**config.mk**
```make
export PLATFORM = sky130hd
export DESIGN_NAME = cpu_controller
export DESIGN_NICKNAME = d
export VERILOG_FILES = /design/src/rtl/cpu_controller.sv
export SDC_FILE = /design/constraint.sdc
export NUM_CORES = 1
export LEC_CHECK = 0
export BUFFER_PORTS_ARGS = -buffer_cell sky130_fd_sc_hd__buf_4
export CAP_MARGIN = 20
export CORE_AREA = 3 3 40 42
export DETAILED_ROUTE_END_ITERATION = 8
export DIE_AREA = 0 0 43 45
export SLEW_MARGIN = 30
export SYNTH_ARGS = -nofsm -noshare
export SYNTH_HDL_FRONTEND = slang
export SYNTH_SLANG_ARGS = --single-unit
```
**constraint.sdc**
```tcl
create_clock -name clk -period 3.3 [get_ports clk]
set_input_delay 0 -clock clk [delete_from_list [all_inputs] [get_ports clk]]
set_output_delay 0 -clock clk [all_outputs]
set_load 0.02 [all_outputs]
```
**src/rtl/cpu_controller.sv**
```systemverilog
// -----------------------------------------------------------------------------
// cpu_controller
//
// Instruction-sequencing controller for the 8-bit accumulator CPU. An 8-phase
// sequencer fetches each instruction (phases 0-3) and executes it (phases 4-7),
// decoding the IR opcode into the PC / accumulator / memory strobes. The opcode
// encoding is shared with the ALU.
//
// Parameters:
//   HALT_STICKY : 1 = HLT freezes the controller in phase 4 until reset,
//                 0 = HLT is a single-phase halt pulse and sequencing continues.
//
// Ports:
//   clk     in   rising-edge clock
//   rst     in   asynchronous active-high reset
//   opcode  in   [2:0] IR opcode, valid in phases 4-7
//   zero    in   accumulator-is-zero flag (ALU a_is_zero)
//   phase   out  [2:0] current phase 0..7
//   sel     out  address mux: 1 = PC, 0 = IR operand
//   rd      out  memory read enable
//   ld_ir   out  load instruction register
//   inc_pc  out  increment PC
//   halt    out  CPU halted / halting
//   ld_pc   out  load PC from IR operand
//   data_e  out  drive accumulator onto data bus
//   ld_ac   out  load accumulator from ALU
//   wr      out  memory write strobe
// -----------------------------------------------------------------------------
module cpu_controller #(
    parameter bit HALT_STICKY = 1'b1
) (
    input  logic       clk,
    input  logic       rst,
    input  logic [2:0] opcode,
    input  logic       zero,
    output logic [2:0] phase,
    output logic       sel,
    output logic       rd,
    output logic       ld_ir,
    output logic       inc_pc,
    output logic       halt,
    output logic       ld_pc,
    output logic       data_e,
    output logic       ld_ac,
    output logic       wr
);

    typedef enum logic [2:0] {
        PH_INST_ADDR  = 3'd0,
        PH_INST_FETCH = 3'd1,
        PH_INST_LOAD  = 3'd2,
        PH_IDLE       = 3'd3,
        PH_OP_ADDR    = 3'd4,
        PH_OP_FETCH   = 3'd5,
        PH_ALU_OP     = 3'd6,
        PH_STORE      = 3'd7
    } phase_t;

    localparam logic [2:0] OP_HLT = 3'b000;
    localparam logic [2:0] OP_SKZ = 3'b001;
    localparam logic [2:0] OP_ADD = 3'b010;
    localparam logic [2:0] OP_AND = 3'b011;
    localparam logic [2:0] OP_XOR = 3'b100;
    localparam logic [2:0] OP_LDA = 3'b101;
    localparam logic [2:0] OP_STO = 3'b110;
    localparam logic [2:0] OP_JMP = 3'b111;

    phase_t phase_q, phase_d;
    logic   halted_q, halted_d;
    logic   alu_op;

    // Next-state: free-running phase counter, frozen once a sticky HLT latches.
    always_comb begin
        phase_d  = phase_t'(phase_q + 3'd1);
        halted_d = halted_q;
        if (halted_q) begin
            phase_d = phase_q;
        end else if (HALT_STICKY && (phase_q == PH_OP_ADDR) && (opcode == OP_HLT)) begin
            halted_d = 1'b1;
            phase_d  = phase_q;
        end
    end

    always_ff @(posedge clk or posedge rst) begin
        if (rst) begin
            phase_q  <= PH_INST_ADDR;
            halted_q <= 1'b0;
        end else begin
            phase_q  <= phase_d;
            halted_q <= halted_d;
        end
    end

    // Instructions that read an operand from memory and write the accumulator.
    assign alu_op = (opcode == OP_ADD) || (opcode == OP_AND) ||
                    (opcode == OP_XOR) || (opcode == OP_LDA);

    assign phase = phase_q;

    // Strobes are a pure decode of the current phase and IR so that opcode/zero
    // changes show up within the same cycle.
    always_comb begin
        sel    = 1'b0;
        rd     = 1'b0;
        ld_ir  = 1'b0;
        inc_pc = 1'b0;
        halt   = 1'b0;
        ld_pc  = 1'b0;
        data_e = 1'b0;
        ld_ac  = 1'b0;
        wr     = 1'b0;
        if (halted_q) begin
            halt = 1'b1;
        end else begin
            case (phase_q)
                PH_INST_ADDR: begin
                    sel = 1'b1;
                end
                PH_INST_FETCH: begin
                    sel = 1'b1;
                    rd  = 1'b1;
                end
                PH_INST_LOAD, PH_IDLE: begin
                    sel   = 1'b1;
                    rd    = 1'b1;
                    ld_ir = 1'b1;
                end
                PH_OP_ADDR: begin
                    halt   = (opcode == OP_HLT);
                    inc_pc = (opcode != OP_HLT);
                end
                PH_OP_FETCH: begin
                    rd = alu_op;
                end
                PH_ALU_OP: begin
                    rd     = alu_op;
                    inc_pc = (opcode == OP_SKZ) && zero;
                    ld_pc  = (opcode == OP_JMP);
                    data_e = (opcode == OP_STO);
                end
                PH_STORE: begin
                    rd     = alu_op;
                    ld_ac  = alu_op;
                    ld_pc  = (opcode == OP_JMP);
                    data_e = (opcode == OP_STO);
                    wr     = (opcode == OP_STO);
                end
                default: begin
                end
            endcase
        end
    end

endmodule
```
==> results of run 1 <==
## area by class of cell
type	count	area share (%)
well taps	15	3.513
inverters	5	3.513
repair buffers	18	25.76
clock buffers	3	4.215
flip-flops and latches	4	18.74
multi-input cells	33	44.26
## metal layers
metal	up-vias	GRT usage, %	part of all wire [%]
met2	15	13.77	44
met3	0	2.789	10
met1	156	11.22	46
met5	-	0	0
met4	0	7.229	0
li1	187	-	-
## sequential cells by signal, summed over array words and instances (netlist names)
| name | count |
|---|---|
| phase | 3 |
| halted_q | 1 |
## cells by family (layout without fill, tap and decap cells)
family / Yosys count / in the layout / share of synthesized area (%)
flip-flops: 4 / 4 / 27.88
AND/OR/NAND/NOR: 18 / 18 / 25.79
adder cells (fa/ha/maj): 6 / 6 / 20.91
multiplexers: 1 / 1 / 3.136
XOR/XNOR: 2 / 2 / 4.879
buffers and inverters: 6 / 26 / 6.269
AO/OA/AOI/OAI: 6 / 6 / 11.15
## worst paths after layout
check	endpoint
max reg2reg	phase[1]$_DFFE_PP0P_
min	phase[2]$_DFFE_PP0P_
max	rd
min reg2reg	phase[1]$_DFFE_PP0P_
max in group asynchronous	halted_q$_DFF_PP0_
min in group asynchronous	phase[0]$_DFFE_PP0P_
## critical path, cell delays in order, from the launching register on
cell,delay [ns]
dfrtp_1,0.43
ha_1,0.25
ha_1,0.21
nor4_1,0.28
nor2_1,0.06
o31a_2,0.12
buf_4,0.16
## power by group through the flow
stage | Clock (mW) | Combinational [mW] | Sequential [mW]
floorplan | 0 | 0.210 | 0.129
global placement | 0 | 0.333 | 0.128
detailed placement | 0 | 0.334 | 0.127
CTS | 0.0624 | 0.336 | 0.127
global route | 0.0669 | 0.363 | 0.133
finish | 0.0584 | 0.331 | 0.125
## cells in the mapped netlist
master    n
o211ai_1  1
nand2b_1  1
nand3_1   1
nor3_2    1
inv_1     4
nor2_1    7
or3_1     1
ha_1      6
mux2_2    1
nor4_1    2
o31a_2    1
xnor2_1   2
inv_2     1
dfrtp_1   4
a21oi_1   2
clkbuf_1  1
nand2_1   2
nor4b_1   1
nor3_1    2
a31oi_1   2
## what timing repair did
action                                 4_1_cts  5_1_grt
hold buffers                                 1        0
endpoints found under the hold margin        4        0
buffers inserted                             0        0
==> results.sh, run 1 <==
export IMPL_outcome="completed"
export IMPL_crit_start="phase[0]$_DFFE_PP0P_"
export IMPL_overflow=0
export IMPL_drive_gt1_share_pct=38.10
export IMPL_synthCells=43
export IMPL_synth_area_top_cells="dfrtp_1, ha_1, nor2_1, xnor2_1, inv_1"
export IMPL_place_ws_ns=1.684
export IMPL_cp_arrival_ns=1.74
export IMPL_synth_area_per_cell_sq_um=8.351
export IMPL_dieArea_sq_um=1935
export IMPL_fin_worst_skew_ns=0.002435
export IMPL_yosysSeqAreaShare_pct=27.87
export IMPL_most_common_layout_cells="buf_4, nor2_1, ha_1, inv_1, dfrtp_1"
export IMPL_fmax_ghz=0.5745
export IMPL_setup_tns_final_ns=0
export IMPL_hold_ws_ns=0.1688
export IMPL_stdcell_area_sq_um=534.3
export IMPL_tightest_slew_ns=0.3421
export IMPL_placed_area_sq_um=501.7
export IMPL_port_buffers=17
export IMPL_p_sw_mw=0.2472
export IMPL_gpl_final_weighted_congestion=0.7322
export IMPL_num_fill_cells=134
export IMPL_ir_worst_vdd_uv=415.9
export IMPL_timing_final_ws_setup_ns=1.559
export IMPL_final_core_util_pct=41.58
export IMPL_initial_core_util_pct=27.95
export IMPL_synth_area_sq_um=359.1
export IMPL_p_leak_nw=0.2649
export IMPL_min_path_type="input port to flip-flop"
export IMPL_rows=13
export IMPL_period_share_pct=52.75
export IMPL_cts_max_path_buffers=2
export IMPL_final_cells=78
export IMPL_ctsResizeCount=0
export IMPL_grt_pass1_wl_mm=1.297
export IMPL_clkTransAtPathRegs_ns=0.04
export IMPL_finalSetupViolations=0
export IMPL_drc=0
export IMPL_tritoncts="yes"
export IMPL_r2r_cells=4
export IMPL_min_path_cells=4
export IMPL_coreArea_sq_um=1285
export IMPL_syn_to_final_growth_pct=48.78
export IMPL_grt_setup_unrepaired="false"
export IMPL_multiInputGateArea_sq_um=236.5
export IMPL_cp_required_ns=3.30
export IMPL_dp_cells=74
export IMPL_ant_nets=0
export IMPL_die_x_um=43
export IMPL_cap_violations=0
export IMPL_pin_count=18
export IMPL_switching_share_pct=47.97
export IMPL_yosysTopAreaCell="dfrtp_1"
export IMPL_critPathLaunchType="flip-flop"
export IMPL_worstHoldStart="opcode[1]"
export IMPL_reg2reg_slack_ns=1.69
export IMPL_clock_latency_ns=0.23
export IMPL_finalPower_mw=0.5153
export IMPL_drt_wl_total_um=814
export IMPL_ys_seq_elements=4
export IMPL_p_int_mw=0.2681
export IMPL_antenna_found_initial=0
export IMPL_slew_headroom_pct=77.09
export IMPL_seq_area_sq_um=100.1
export IMPL_n_antenna_cell=0
export IMPL_cts_root_buf="clkbuf_4"
export IMPL_finalCriticalPeriod_ns=1.741
export IMPL_vias=358
export IMPL_worstPathMaxFanout=6
export IMPL_syn_nets=55
export IMPL_yosysWarnings=0
export IMPL_ys_types=20
export IMPL_final_common_cell="buf_4"
export IMPL_power_density_nw_per_um2=964.5
export IMPL_grt_max_degree=11
export IMPL_final_nets=77
export IMPL_numCtsBuffers=3
export IMPL_drtPass1Iterations=1
export IMPL_end_kind="output port"
export IMPL_cts_htree_levels=1
export IMPL_post_dp_hpwl_um=663.4
export IMPL_drt_iter0_drc=0
export IMPL_path_class="flip-flop to output port"
export IMPL_wl_per_cell_um=10.44
export IMPL_comb_power_share_pct=64.3
export IMPL_seqPwrFrac_pct=24.3
export IMPL_drv_slew=0
export IMPL_die_height_um=45
export IMPL_r2r_start="phase[0]$_DFFE_PP0P_"
export IMPL_vias_per_cell=4.590
export IMPL_synth_top_cell_area_share_pct=27.87
export IMPL_grtUsageTotal_pct=9.281
export IMPL_p_clk_share_pct=11.3
export IMPL_final_hold_viol_count=0
export IMPL_numClockSinks=4
export IMPL_grt_pass1_vias=327
Note: power is estimated with default switching activity, not from simulation.
==> inputs of run 2 (changes only) <==
- ABC_AREA: not set -> 1
- clock period: 3.3 -> 1.65 ns (I/O delays scaled with it)
==> run 2 against run 1 <==
Via count up 25%. Design area increased by 16%. Non-clock buffer count up 1. Utilization up 6.8 points. Routed wire length rose by 24%. Setup slack lost 1.4 ns. Sequential power fell by 21%. Area after synthesis rose by 26%. Clock-buffer cell count unchanged. Hold slack worse by 0.049 ns. Synthesized cell count is 49% higher. Flip-flop and latch count unchanged.
==> results.sh, run 2 <==
export IMPL_ir_worst_vdd_uv=594.3
export IMPL_dieArea_sq_um=1935
export IMPL_synth_area_per_cell_sq_um=7.097
export IMPL_gpl_final_weighted_congestion=0.7581
export IMPL_tritoncts="yes"
export IMPL_initial_core_util_pct=35.35
export IMPL_numClockSinks=4
export IMPL_r2r_cells=4
export IMPL_critPathTopFamily="flip-flops"
export IMPL_finalSetupViolations=0
export IMPL_drt_iter0_drc=6
export IMPL_power_density_nw_per_um2=398.2
export IMPL_fin_worst_skew_ns=0.002819
export IMPL_numCtsBuffers=3
export IMPL_min_path_cells=4
export IMPL_end_kind="output port"
export IMPL_worstPathMaxFanout=5
export IMPL_drt_wl_total_mm=1.009
export IMPL_cp_required_ns=1.65
export IMPL_yosysWarnings=0
export IMPL_grt_setup_unrepaired="false"
export IMPL_grtUsageTotal_pct=10.83
export IMPL_vias=447
export IMPL_wl_per_cell_um=10.19
export IMPL_finalCriticalPeriod_ns=1.526
export IMPL_ys_seq_elements=4
export IMPL_cp_arrival_ns=1.53
export IMPL_synthFlopType="dfrtp_1"
export IMPL_slowest_stage="dfrtp_2"
export IMPL_ant_nets=0
export IMPL_reg2reg_slack_ns=0.43
export IMPL_setup_tns_final_ns=0
export IMPL_synth_top_cells_by_count="nand2_1, inv_1, ha_1, nor2_1"
export IMPL_cap_violations=0
export IMPL_path_class="flip-flop to output port"
export IMPL_port_buffers=17
export IMPL_rows=13
export IMPL_ys_types=18
export IMPL_path_buf_inv=2
export IMPL_synth_area_top_cells="dfrtp_1, ha_1, nand2_1, inv_1, nor2_1"
export IMPL_clock_latency_ns=0.23
export IMPL_p_leak_nw=0.3227
export IMPL_drive_gt1_share_pct=41.67
export IMPL_tightest_slew_ns=0.3019
export IMPL_outcome="completed"
export IMPL_drc=0
export IMPL_ys_async_sr_fraction_pct=100.0
export IMPL_synth_edf_count=0
export IMPL_synth_area_sq_um=454.2
export IMPL_most_common_layout_cells="buf_4, nand2_1, inv_1, nor2_1"
export IMPL_yosysSeqAreaShare_pct=22.04
export IMPL_cts_root_buf="clkbuf_4"
export IMPL_drv_slew=0
export IMPL_clkTransAtPathRegs_ns=0.04
export IMPL_drtPass1Iterations=3
export IMPL_final_core_util_pct=48.39
export IMPL_final_nets=98
export IMPL_pin_count=18
export IMPL_overflow=0
export IMPL_grt_pass1_vias=387
export IMPL_path_cells="ha_1 -> ha_1 -> inv_1 -> nor4_2 -> buf_4"
export IMPL_syn_nets=76
export IMPL_period_share_pct=92.50
export IMPL_post_dp_hpwl_um=763.6
export IMPL_critPathLaunchType="flip-flop"
export IMPL_yosysTopAreaCell="dfrtp_1"
export IMPL_cpMostUsedCell="ha_1"
export IMPL_largest_reg_flops=3
export IMPL_vias_per_cell=4.515
export IMPL_num_fill_cells=132
export IMPL_final_common_cell="buf_4"
export IMPL_n_antenna_cell=0
export IMPL_worstHoldEndpoint="halted_q$_DFF_PP0_"
export IMPL_syn_to_final_growth_pct=36.91
export IMPL_die_height_um=45
export IMPL_r2r_start="phase[0]$_DFFE_PP0P_"
export IMPL_worstHoldStart="opcode[1]"
export IMPL_synth_top_cell_area_share_pct=22.04
export IMPL_die_x_um=43
export IMPL_coreArea_sq_um=1285
export IMPL_antenna_found_initial=0
export IMPL_synthCells=64
export IMPL_r2r_end="phase[2]$_DFFE_PP0P_"
export IMPL_yosysMostFrequentCell="nand2_1"
export IMPL_placed_area_sq_um=569.3
export IMPL_cts_htree_levels=1
export IMPL_final_hold_viol_count=0
export IMPL_grt_pass1_wl_mm=1.614
export IMPL_slew_headroom_pct=79.87
export IMPL_fmax_ghz=0.6552
export IMPL_cp_num_cells=5
export IMPL_grt_max_degree=11
export IMPL_cpPeakStageDelay_ns=0.40
export IMPL_stdcell_area_sq_um=621.8
export IMPL_min_path_type="input port to flip-flop"
export IMPL_cts_max_path_buffers=2
run 2: cell count changes in the layout (fill, tap and decap cells not counted), moves of 2 or more:
cell	before	now
inv_2	1	5
nand3_1	1	4
inv_1	4	9
nand2_1	2	14
dfrtp_1	4	1
dfrtp_2	0	3
xnor2_1	2	0
a31oi_1	2	0
a21oi_1	2	4
nor4_1	2	0
run 2: cell type report:
class	instances	area (sq um)	area share [%]
Sequential cell	4	103.9	16.70
Tap cell	15	18.77	3.018
Clock buffer	3	22.52	3.622
Multi-Input combinational cell	44	279.0	44.87
Timing Repair Buffer	19	145.1	23.34
Inverter	14	52.55	8.451
run 2: tightest hold or removal path: cells and delay by family:
family                 cells  cell delay [ns]
buffers and inverters      1             0.10
and+or+nand+nor            3             0.19
run 2: report_power, final:
part	leakage (nW)	switching (mW)	internal, mW
Clock	0.0138	0.0413	0.0815
Sequential	0.0457	0	0.0985
Combinational	0.263	0.0141	0.0122
run 2: cell families (layout without fill, tap and decap cells):
| group | Yosys count | count (layout) | share of synthesized area, % |
|---|---|---|---|
| flip-flops | 4 | 4 | 22.04 |
| AO/OA/AOI/OAI | 5 | 5 | 5.509 |
| AND/OR/NAND/NOR | 33 | 33 | 37.47 |
| buffers and inverters | 16 | 36 | 18.46 |
| adder cells (fa/ha/maj) | 6 | 6 | 16.53 |
run 2: worst max path at each step:
| stage | end | start | slack, ns |
|---|---|---|---|
| 6_report | ld_ac | phase[1]$_DFFE_PP0P_ | 0.12 |
| 5_1_grt | rd | phase[0]$_DFFE_PP0P_ | 0.03 |
| 4_1_cts | ld_ac | phase[0]$_DFFE_PP0P_ | 0.07 |
| 3_5_place_dp | data_e | phase[0]$_DFFE_PP0P_ | 0.34 |
| 3_3_place_gp | ld_ac | phase[0]$_DFFE_PP0P_ | 0.37 |
| 2_1_floorplan | ld_ac | phase[0]$_DFFE_PP0P_ | 0.001 |
run 2: what timing repair did:
| item | in CTS | in global routing |
|---|---|---|
| setup endpoints to repair | 0 | 3 |
| hold endpoints to repair | 4 | 0 |
| gates resized for setup | 0 | 6 |
| hold buffers | 1 | 0 |
| buffers inserted | 0 | 1 |
run 2: through the flow:
stage / hold WS (ns) / cells / setup WS [ns] / total power, mW
floorplan: -0.2339 / 64 / 0.001008 / 0.1101
global placement: -0.1052 / 94 / 0.3689 / 0.1239
detailed placement: -0.1057 / 94 / 0.3368 / 0.1238
CTS: 0.1128 / 98 / 0.07074 / 0.2525
global route: 0.1318 / 99 / 0.02590 / 0.2636
finish: 0.1193 / 99 / 0.1238 / 0.2476
run 2: metal layers:
metal  up-vias  part of all wire (%)  GRT usage [%]  routed length, um
met5         -                     0              0                  0
met4         0                     0              0                  0
met3         0                   6.0          5.578                 61
met2         9                    50          18.26                504
met1       197                    44          13.29                442
li1        241                     -              -                  -
